**src/rtl/hdlc_tx_framer.sv**
```systemverilog
// rtl/hdlc_tx_framer.sv - HDLC transmit framer with flags, zero-bit stuffing, abort and underrun handling
// Ports:
//   Clk             - sole clock, rising edge
//   Rst             - asynchronous active-high reset
//   Tx_Data         - payload byte, sent LSB first
//   Tx_DataLast     - Tx_Data is the last byte of the frame
//   Tx_DataValid    - byte offered
//   Tx_DataReady    - holding buffer can accept a byte
//   Tx_AbortFrame   - request abort of the frame in flight
//   Tx              - registered serial line, idles high
//   Tx_ValidFrame   - high while Tx carries data or stuffed bits
//   Tx_AbortedTrans - one-cycle pulse when an abort is taken
//   Tx_Done         - one-cycle pulse after the closing flag
module hdlc_tx_framer (
    input  logic       Clk,
    input  logic       Rst,
    input  logic [7:0] Tx_Data,
    input  logic       Tx_DataLast,
    input  logic       Tx_DataValid,
    output logic       Tx_DataReady,
    input  logic       Tx_AbortFrame,
    output logic       Tx,
    output logic       Tx_ValidFrame,
    output logic       Tx_AbortedTrans,
    output logic       Tx_Done
);

    typedef enum logic [2:0] {
        IDLE       = 3'd0,
        START_FLAG = 3'd1,
        DATA       = 3'd2,
        STUFF      = 3'd3,
        END_FLAG   = 3'd4,
        ABORT      = 3'd5
    } state_t;

    state_t     state, stateNext;
    logic       txReg, txNext;
    logic [7:0] shReg, shNext;
    logic [2:0] bitCnt, bitNext;      // bit position within a flag or data byte
    logic [2:0] onesCnt, onesNext;    // consecutive data ones, including the bit on Tx
    logic       lastByte, lastNext;
    logic [7:0] bufData, bufDataNext;
    logic       bufLast, bufLastNext;
    logic       bufFull, bufFullNext;
    logic [1:0] abortDly, abortDlyNext; // 1,2: abort taken, frame still running its two trailing bits
    logic [3:0] abCnt, abCntNext;     // 0,1: idle-level fill after underrun; 2..9: abort pattern
    logic       abortedReg, abortedNext;
    logic       doneReg, doneNext;

    logic       advData, byteEnd, loadByte, underrun, frameState;
    logic [2:0] nextIdx;

    // State register
    always_ff @(posedge Clk or posedge Rst) begin
        if (Rst) begin
            state      <= IDLE;
            txReg      <= 1'b1;
            shReg      <= 8'h00;
            bitCnt     <= 3'd0;
            onesCnt    <= 3'd0;
            lastByte   <= 1'b0;
            bufData    <= 8'h00;
            bufLast    <= 1'b0;
            bufFull    <= 1'b0;
            abortDly   <= 2'd0;
            abCnt      <= 4'd0;
            abortedReg <= 1'b0;
            doneReg    <= 1'b0;
        end else begin
            state      <= stateNext;
            txReg      <= txNext;
            shReg      <= shNext;
            bitCnt     <= bitNext;
            onesCnt    <= onesNext;
            lastByte   <= lastNext;
            bufData    <= bufDataNext;
            bufLast    <= bufLastNext;
            bufFull    <= bufFullNext;
            abortDly   <= abortDlyNext;
            abCnt      <= abCntNext;
            abortedReg <= abortedNext;
            doneReg    <= doneNext;
        end
    end

    // Next-state logic; Tx is computed together with the state so it is registered
    always_comb begin
        stateNext    = state;
        txNext       = txReg;
        shNext       = shReg;
        bitNext      = bitCnt;
        onesNext     = onesCnt;
        lastNext     = lastByte;
        bufDataNext  = bufData;
        bufLastNext  = bufLast;
        bufFullNext  = bufFull;
        abortDlyNext = abortDly;
        abCntNext    = abCnt;
        abortedNext  = 1'b0;
        doneNext     = 1'b0;
        advData      = 1'b0;
        byteEnd      = 1'b0;
        loadByte     = 1'b0;
        underrun     = 1'b0;
        nextIdx      = bitCnt + 3'd1;
        frameState   = (state == START_FLAG) || (state == DATA) ||
                       (state == STUFF) || (state == END_FLAG);

        if (Tx_DataValid && Tx_DataReady) begin
            bufDataNext = Tx_Data;
            bufLastNext = Tx_DataLast;
            bufFullNext = 1'b1;
        end

        case (state)
            IDLE: begin
                txNext   = 1'b1;
                onesNext = 3'd0;
                if (bufFull) begin
                    stateNext = START_FLAG;
                    bitNext   = 3'd0;
                    txNext    = 1'b0;
                end
            end
            START_FLAG: begin
                if (bitCnt == 3'd7) begin
                    loadByte = 1'b1;
                end else begin
                    bitNext = nextIdx;
                    txNext  = (nextIdx != 3'd7);   // 0x7E: only positions 0 and 7 are zero
                end
            end
            DATA: begin
                if (onesCnt == 3'd5) begin
                    stateNext = STUFF;
                    txNext    = 1'b0;
                    onesNext  = 3'd0;
                end else if (bitCnt != 3'd7) begin
                    advData = 1'b1;
                end else begin
                    byteEnd = 1'b1;
                end
            end
            STUFF: begin
                if (bitCnt != 3'd7) advData = 1'b1;
                else                byteEnd = 1'b1;
            end
            END_FLAG: begin
                if (bitCnt == 3'd7) begin
                    doneNext = (abortDly == 2'd0);
                    onesNext = 3'd0;
                    if (bufFull) begin
                        stateNext = START_FLAG;
                        bitNext   = 3'd0;
                        txNext    = 1'b0;
                    end else begin
                        stateNext = IDLE;
                        txNext    = 1'b1;
                    end
                end else begin
                    bitNext = nextIdx;
                    txNext  = (nextIdx != 3'd7);
                end
            end
            ABORT: begin
                if (abCnt == 4'd9) begin
                    stateNext = IDLE;
                    txNext    = 1'b1;
                end else begin
                    abCntNext = abCnt + 4'd1;
                    txNext    = ((abCnt + 4'd1) != 4'd2);
                end
            end
            default: begin
                stateNext = IDLE;
                txNext    = 1'b1;
            end
        endcase

        if (advData) begin
            stateNext = DATA;
            bitNext   = nextIdx;
            txNext    = shReg[nextIdx];
            onesNext  = shReg[nextIdx] ? onesCnt + 3'd1 : 3'd0;
        end

        if (byteEnd) begin
            if (lastByte) begin
                stateNext = END_FLAG;
                bitNext   = 3'd0;
                txNext    = 1'b0;
                onesNext  = 3'd0;
            end else if (bufFull || abortDly != 2'd0) begin
                // While an abort is pending the frame only needs filler bits until ABORT
                loadByte = 1'b1;
            end else begin
                underrun    = 1'b1;
                stateNext   = ABORT;
                abCntNext   = 4'd0;
                txNext      = 1'b1;
                onesNext    = 3'd0;
                abortedNext = 1'b1;
            end
        end

        if (loadByte) begin
            stateNext   = DATA;
            shNext      = bufData;
            lastNext    = bufLast;
            bitNext     = 3'd0;
            txNext      = bufData[0];
            onesNext    = bufData[0] ? onesCnt + 3'd1 : 3'd0;
            bufFullNext = 1'b0;
        end

        if (underrun) bufFullNext = 1'b0;

        if (Tx_AbortFrame && frameState && abortDly == 2'd0 && !underrun) begin
            abortedNext  = 1'b1;
            abortDlyNext = 2'd1;
            bufFullNext  = 1'b0;
        end else if (abortDly == 2'd1) begin
            abortDlyNext = 2'd2;
        end else if (abortDly == 2'd2) begin
            stateNext    = ABORT;
            abCntNext    = 4'd2;
            txNext       = 1'b0;
            onesNext     = 3'd0;
            abortDlyNext = 2'd0;
            bufFullNext  = 1'b0;
            doneNext     = 1'b0;
        end
    end

    // Outputs
    always_comb begin
        Tx              = txReg;
        Tx_AbortedTrans = abortedReg;
        Tx_Done         = doneReg;
        Tx_ValidFrame   = (state == DATA) || (state == STUFF);
        Tx_DataReady    = !bufFull && (state != ABORT) && (abortDly == 2'd0);
    end

endmodule
```
**config.mk**
```make
export PLATFORM = sky130hd
export DESIGN_NAME = hdlc_tx_framer
export DESIGN_NICKNAME = d
export VERILOG_FILES = /design/src/rtl/hdlc_tx_framer.sv
export SDC_FILE = /design/constraint.sdc
export NUM_CORES = 1
export LEC_CHECK = 0
export BUFFER_PORTS_ARGS = -buffer_cell sky130_fd_sc_hd__buf_2
export CORE_ASPECT_RATIO = 0.5
export CORE_MARGIN = 5
export CORE_UTILIZATION = 53
export DETAILED_ROUTE_END_ITERATION = 7
export GPL_TIMING_DRIVEN = 0
export PLACE_DENSITY = 0.85
export REMOVE_ABC_BUFFERS = 1
export SLEW_MARGIN = 15
export SYNTH_ARGS = -nofsm -noshare
export SYNTH_HDL_FRONTEND = slang
export SYNTH_SLANG_ARGS = --single-unit
export TNS_END_PERCENT = 5
```
**constraint.sdc**
```tcl
create_clock -name Clk -period 1.69 [get_ports Clk]
set_input_delay 0.0845 -clock Clk [delete_from_list [all_inputs] [get_ports Clk]]
set_output_delay 0.0845 -clock Clk [all_outputs]
set_load 0.01 [all_outputs]
```
* After elaboration in Yosys (flattened, before gate mapping)
Cells that the tools add are included.
Storage, ports and cells: input bits 13, memory bits (writable) 0, bits in registers 37, bits in read-only memories 0, output and inout bits 5, logic and storage cells 137, bits in latches 0, memories 0
Cells by class: divide/modulo/power cells 0, shifts and indexed selects 0, multipliers 0, bitwise gates (word level) 0, muxes and demuxes 88, equal/unequal tests 14, add/sub/neg operators 3, reductions and logical operators 18, order comparisons 1
Operators with widths (count):
- 2-to-1 mux 3 bit | 31
- 2-to-1 mux 1 bit | 39
- 2-to-1 mux 4 bit | 8
- one-hot mux 3 bit (3 select lines) | 2
- one-hot mux 3 bit (5 select lines) | 1
- == test 3 bit (second input constant) | 4
- != test 3 bit (second input constant) | 3
- adder 3 x 1 -> 3 bit (second input constant) | 2
- == test 3 x 2 -> 1 bit (second input constant) | 2
- logical AND 1 bit | 6
- 2-to-1 mux 2 bit | 3
- one-hot mux 1 bit (6 select lines) | 1
- logical OR 1 bit | 5
- adder 4 x 1 -> 4 bit (second input constant) | 1
- == test 4 bit (second input constant) | 1
- < comparator 3 x 4 -> 1 bit (second input constant) | 1
- != test 4 x 2 -> 1 bit (second input constant) | 1
- one-hot mux 1 bit (2 select lines) | 2
- binary-select mux 1 bit (select 3 bit) | 1
- == test 3 x 1 -> 1 bit (second input constant) | 1
- logical NOT 3 bit | 1
- nonzero test 3 bit | 1
- == test 2 x 1 -> 1 bit (second input constant) | 1
- == test 2 bit (second input constant) | 1
- 4 further kinds | 5

* Depth between registers and ports, before layout
depth after elaboration 12, gate-level depth with buffers 9, depth with buffers taken out 7

* Worst setup path before layout
Ideal clock, no wire load.
kind register to register, from reg bitCnt[0], to reg bufFull, stages on the path, launching flop included 9, arrival 1.764 ns, setup time 0.095 ns, clock period less this slack 1.859 ns, data required time 1.595 ns, buffers on the path 2, path slack -0.169 ns, cells stage by stage dfrtp_1 -> ha_1 -> ha_1 -> buf_4 -> nor2b_1 -> nand3b_2 -> o31ai_4 -> buf_4 -> nor4b_2
On the way: cells in the longest elaborated chain, start to end 11, elaborated cells on any way between the ends 18, classes of those cells eq/ne (2); mux (14); reduce/logical (2)
RTL lines:
- start, declared | RTL line 40 | logic [2:0] bitCnt, bitNext;
- start signal, assigned | RTL line 74 | bitCnt <= bitNext;
- == test 3 bit | RTL line 127 | if (bitCnt == 3'd7) begin
- 2-to-1 mux 1 bit | RTL line 127
- 2-to-1 mux 1 bit | RTL line 116 | case (state)
- 2-to-1 mux 1 bit | RTL line 194 | end else if (bufFull || abortDly != 2'd0) begin
- 2-to-1 mux 1 bit | RTL line 189 | if (lastByte) begin
- 2-to-1 mux 1 bit | RTL line 188 | if (byteEnd) begin
- 2-to-1 mux 1 bit | RTL line 207 | if (loadByte) begin
- 2-to-1 mux 1 bit | RTL line 217 | if (underrun) bufFullNext = 1'b0;
- 2-to-1 mux 1 bit | RTL line 225 | end else if (abortDly == 2'd2) begin
- 2-to-1 mux 1 bit | RTL line 223 | end else if (abortDly == 2'd1) begin
- 2-to-1 mux 1 bit (*) | RTL line 219 | if (Tx_AbortFrame && frameState && abortDly == 2'd0 && !underrun) begin
- net bufFullNext | RTL line 45 | logic bufFull, bufFullNext;
- end signal, assigned | RTL line 79 | bufFull <= bufFullNext;
- end, declared | RTL line 45
Mark *: on every way through the listed nets, which the timed path passes. The rest lies on a longest branch. A chain may end at the register's enable or synchronous reset.

* Worst setup path after layout
from reg bitCnt[0], to reg onesCnt[1]
On the way: cells in the longest elaborated chain, start to end 12, elaborated cells on any way between the ends 30, classes of those cells add/sub (1); eq/ne (2); mux (25); reduce/logical (2)
RTL lines:
- adder 3 x 1 -> 3 bit / != test 3 bit (equally long branches) | RTL line 106, 139, 146
- binary-select mux 1 bit (select 3 bit) / 2-to-1 mux 1 bit (equally long branches) | RTL line 185, 139, 146
- 2-to-1 mux 1 bit, on equally long branches | RTL line 185, 135
- 2-to-1 mux 3 bit / one-hot mux 1 bit (2 select lines) (equally long branches) | RTL line 185, 116
- 2-to-1 mux 3 bit | RTL line 181 | if (advData) begin
- 2-to-1 mux 3 bit | RTL line 194
- 2-to-1 mux 3 bit | RTL line 189
- 2-to-1 mux 3 bit | RTL line 188
- 2-to-1 mux 3 bit | RTL line 207
- 2-to-1 mux 3 bit | RTL line 225
- 2-to-1 mux 3 bit | RTL line 223
- 2-to-1 mux 3 bit (*) | RTL line 219
- net onesNext[1] | RTL line 41 | logic [2:0] onesCnt, onesNext;
- end signal, assigned | RTL line 75 | onesCnt <= onesNext;
- end, declared | RTL line 41
Mark *: on every way through the listed nets, which the timed path passes. The rest lies on a longest branch. The select of a mux whose other input is x is not followed.

==> results.toml <==
[worst_setup_path]
critical-path-max-stage-delay_ns = 0.50
crit_fanout = 3
reg2regPathDepth = 6
crit_family = "multiplexers"
worst_path_max_delay_cell = "mux4_2"
worstPathRequired_ns = 1.85
endpoint_kind = "flip-flop"
crit_path_start_kind = "flip-flop"
crit_arrival_ns = 2.08
r2r_start = "bitCnt[0]"
crit_buf_inv = 0
critical_path_class = "reg -> reg"
worstReg2RegEnd = "onesCnt[1]"
r2r_slack_ns = -0.22
path_cells = "ha_4, mux4_2, mux2i_2, nor3_2, a21oi_2, o32ai_2"

[status]
status = "complete, but fails checks"
violations = "setup timing"

[floorplan]
io_pins = 18
start_util_pct = 55.5
die_h_microns = 55.3
core_sq_mm = 0.00392
die_area_sq_mm = 0.00556
die_w_microns = 101
num_rows = 16

[hold_path]
hp-start = "Tx_Data[2]"
hold_end = "bufData[2]"
hold_depth = 2
holdCritPathClass = "in -> reg"

[clock_network]
clock_latency_ns = 0.30
numCtsBuffers = 5
cts_sinks = 37
clk_path_buf_depth = 2
cts-root-buf = "clkbuf_8"
htree_num_levels = 2
cts_tree = "yes"
cts.clk_slew.worst_paths_ns = 0.08

[grt]
overflow = 0
grt_use_met2_pct = 27.3
track_usage_pct = 17.9
grt_start_max_net_pins = 38
antenna_found_initial = 0
met1_usage_pct = 24.2
grt_pass1_vias = 1722
grt-busiest-layer = "met2"
met3_usage_pct = 4.27
grt_pass1_wl_microns = 7890

[place]
globalplace.congestion = 0.857
io_buffers = 17
place_area_sq_mm = 0.00227
dp_worst_setup_slack_ns = -0.796
dp.final_hpwl_microns = 3040
placed_cells = 268

[synth]
synth_edf_count = 0
synthArstFlopShare_pct = 100
seq_area_frac_synth_pct = 42.6
syn_inst = 207
synth-seq-cells = 37
synth_cell_types = 59
synthesis.area_sq_mm = 0.00218
synth_warnings = 0
synth_area_per_cell_sq_um = 10.5
synth_top_flop_cell = "dfrtp_1"

[timing]
post-route-period-util_pct = 113
fmax_mhz = 522
finalHoldViolCount = 0
hold_slack_ns = 0.00978
tightest_slew_ns = 0.766
grt_setup_unrepaired = "true"
worst_slack_ns = -0.224
setup_violations = 16
period_minus_slack_ns = 1.91
fin_skew_ns = 0.0113
maxSlewViolCount = 0
slew_headroom_pct = 48.9

[final_layout]
utilization_pct = 63.4
drive_gt1_share_pct = 30.8
nNetsFinal = 254
layout_commonest_cell = "nand2_1"
design_area_sq_mm = 0.00249
instances_no_fill = 288
final_cell_mix = "nand2_1, dfrtp_1, buf_2"
syn2layout_area_growth_pct = 14.3
antennaDiodeCount = 0

[routing]
routed_wl_microns = 4570
wl_per_cell_microns = 15.9
first_pass_iters = 4
drc = 0
drt-initial-drc-count = 152
vias = 1668
detail-route-antenna-nets = 0
vias_per_cell = 5.79

[job]
maxCapViolCount = 0

[power]
powerDensity_mw_per_mm2 = 1780
irDropWorstVdd_mv = 0.777
leakagePower_nw = 1.17
==> cells by family (layout without fill, tap and decap cells) <==
logic type	Yosys count	in the layout	share of synthesized area [%]
AO/OA/AOI/OAI	51	52	18.6
XOR/XNOR	3	3	1.21
adder cells (fa/ha/maj)	8	8	4.60
buffers and inverters	19	45	4.31
flip-flops	37	37	42.6
multiplexers	13	13	9.20
AND/OR/NAND/NOR	76	76	19.5
==> per-layer routing <==
layer	up-vias	routed length, microns	share of wire [%]
li1	795	-	-
met1	814	2070	45
met2	49	2200	48
met3	10	230	5.0
met4	0	72	1.6
met5	-	0	0
==> registers in the layout, indices dropped and copies added, names as in the netlist, 2 cells and up <==
register / cells
bufData: 8
shReg: 8
abCnt: 4
bitCnt: 3
onesCnt: 3
state: 3
abortDly: 2
==> Yosys cell counts (all sizes together), types with 3 or more instances <==
library cell  number  area share [%]
mux2               9             6.2
inv                9             1.6
clkbuf             3            0.52
ha                 8             4.6
a21boi             3             1.0
nand3b             3             1.8
dfrtp             36              41
nand3              5             1.7
nor3               4             1.4
nor2b              5             1.8
a21oi             10             2.5
nor2              12             2.8
o21ai              9             2.2
buf                7             2.2
nand2             40             7.2
nand2b             3            0.86
o2111ai            3             1.2
==> what timing repair did <==
| action | in CTS | in global routing |
|---|---|---|
| endpoints found under the setup margin | 35 | 31 |
| gates cloned | 1 | 0 |
| endpoints found under the hold margin | 36 | 0 |
| resized for setup | 6 | 2 |
| setup buffers | 9 | 1 |
| hold buffers | 1 | 0 |
| pin swaps | 2 | 3 |
==> final cells by class <==
class	instances	area (sq um)
clock buffers	5	68.8
clock inverters	3	22.5
fillers	315	1440
inverters	9	33.8
multi-input cells	152	1190
flip-flops and latches	37	931
well taps	54	67.6
repair buffers	28	170
==> where the power goes <==
part | internal [mW] | switching [mW] | total (mW)
Sequential | 1.26 | 0.462 | 1.72
Clock | 0.292 | 0.338 | 0.630
Combinational | 1.08 | 1.01 | 2.09
Total | 2.62 | 1.81 | 4.44
==> worst max-delay path by stage <==
stage | start | depth (start not counted) | end | slack [ns]
after global routing | bitCnt[1] | 6 | onesCnt[1] | -0.29
after floorplan | bitCnt[0] | 6 | onesCnt[2] | -0.40
after global placement | bitCnt[0] | 6 | onesCnt[2] | -0.77
after detailed placement | bitCnt[0] | 6 | onesCnt[2] | -0.80
final | bitCnt[0] | 6 | onesCnt[1] | -0.22
after CTS | bitCnt[0] | 6 | onesCnt[2] | -0.18
==> metrics by stage <==
step           power (mW)  setup TNS, ns
6_report             4.44          -1.48
2_1_floorplan        3.12          -4.36
3_5_place_dp         3.56         -14.11
3_3_place_gp         3.46         -13.19
4_1_cts              4.37          -1.49
5_1_grt              4.76          -3.49
(Power assumes the default switching activity.)
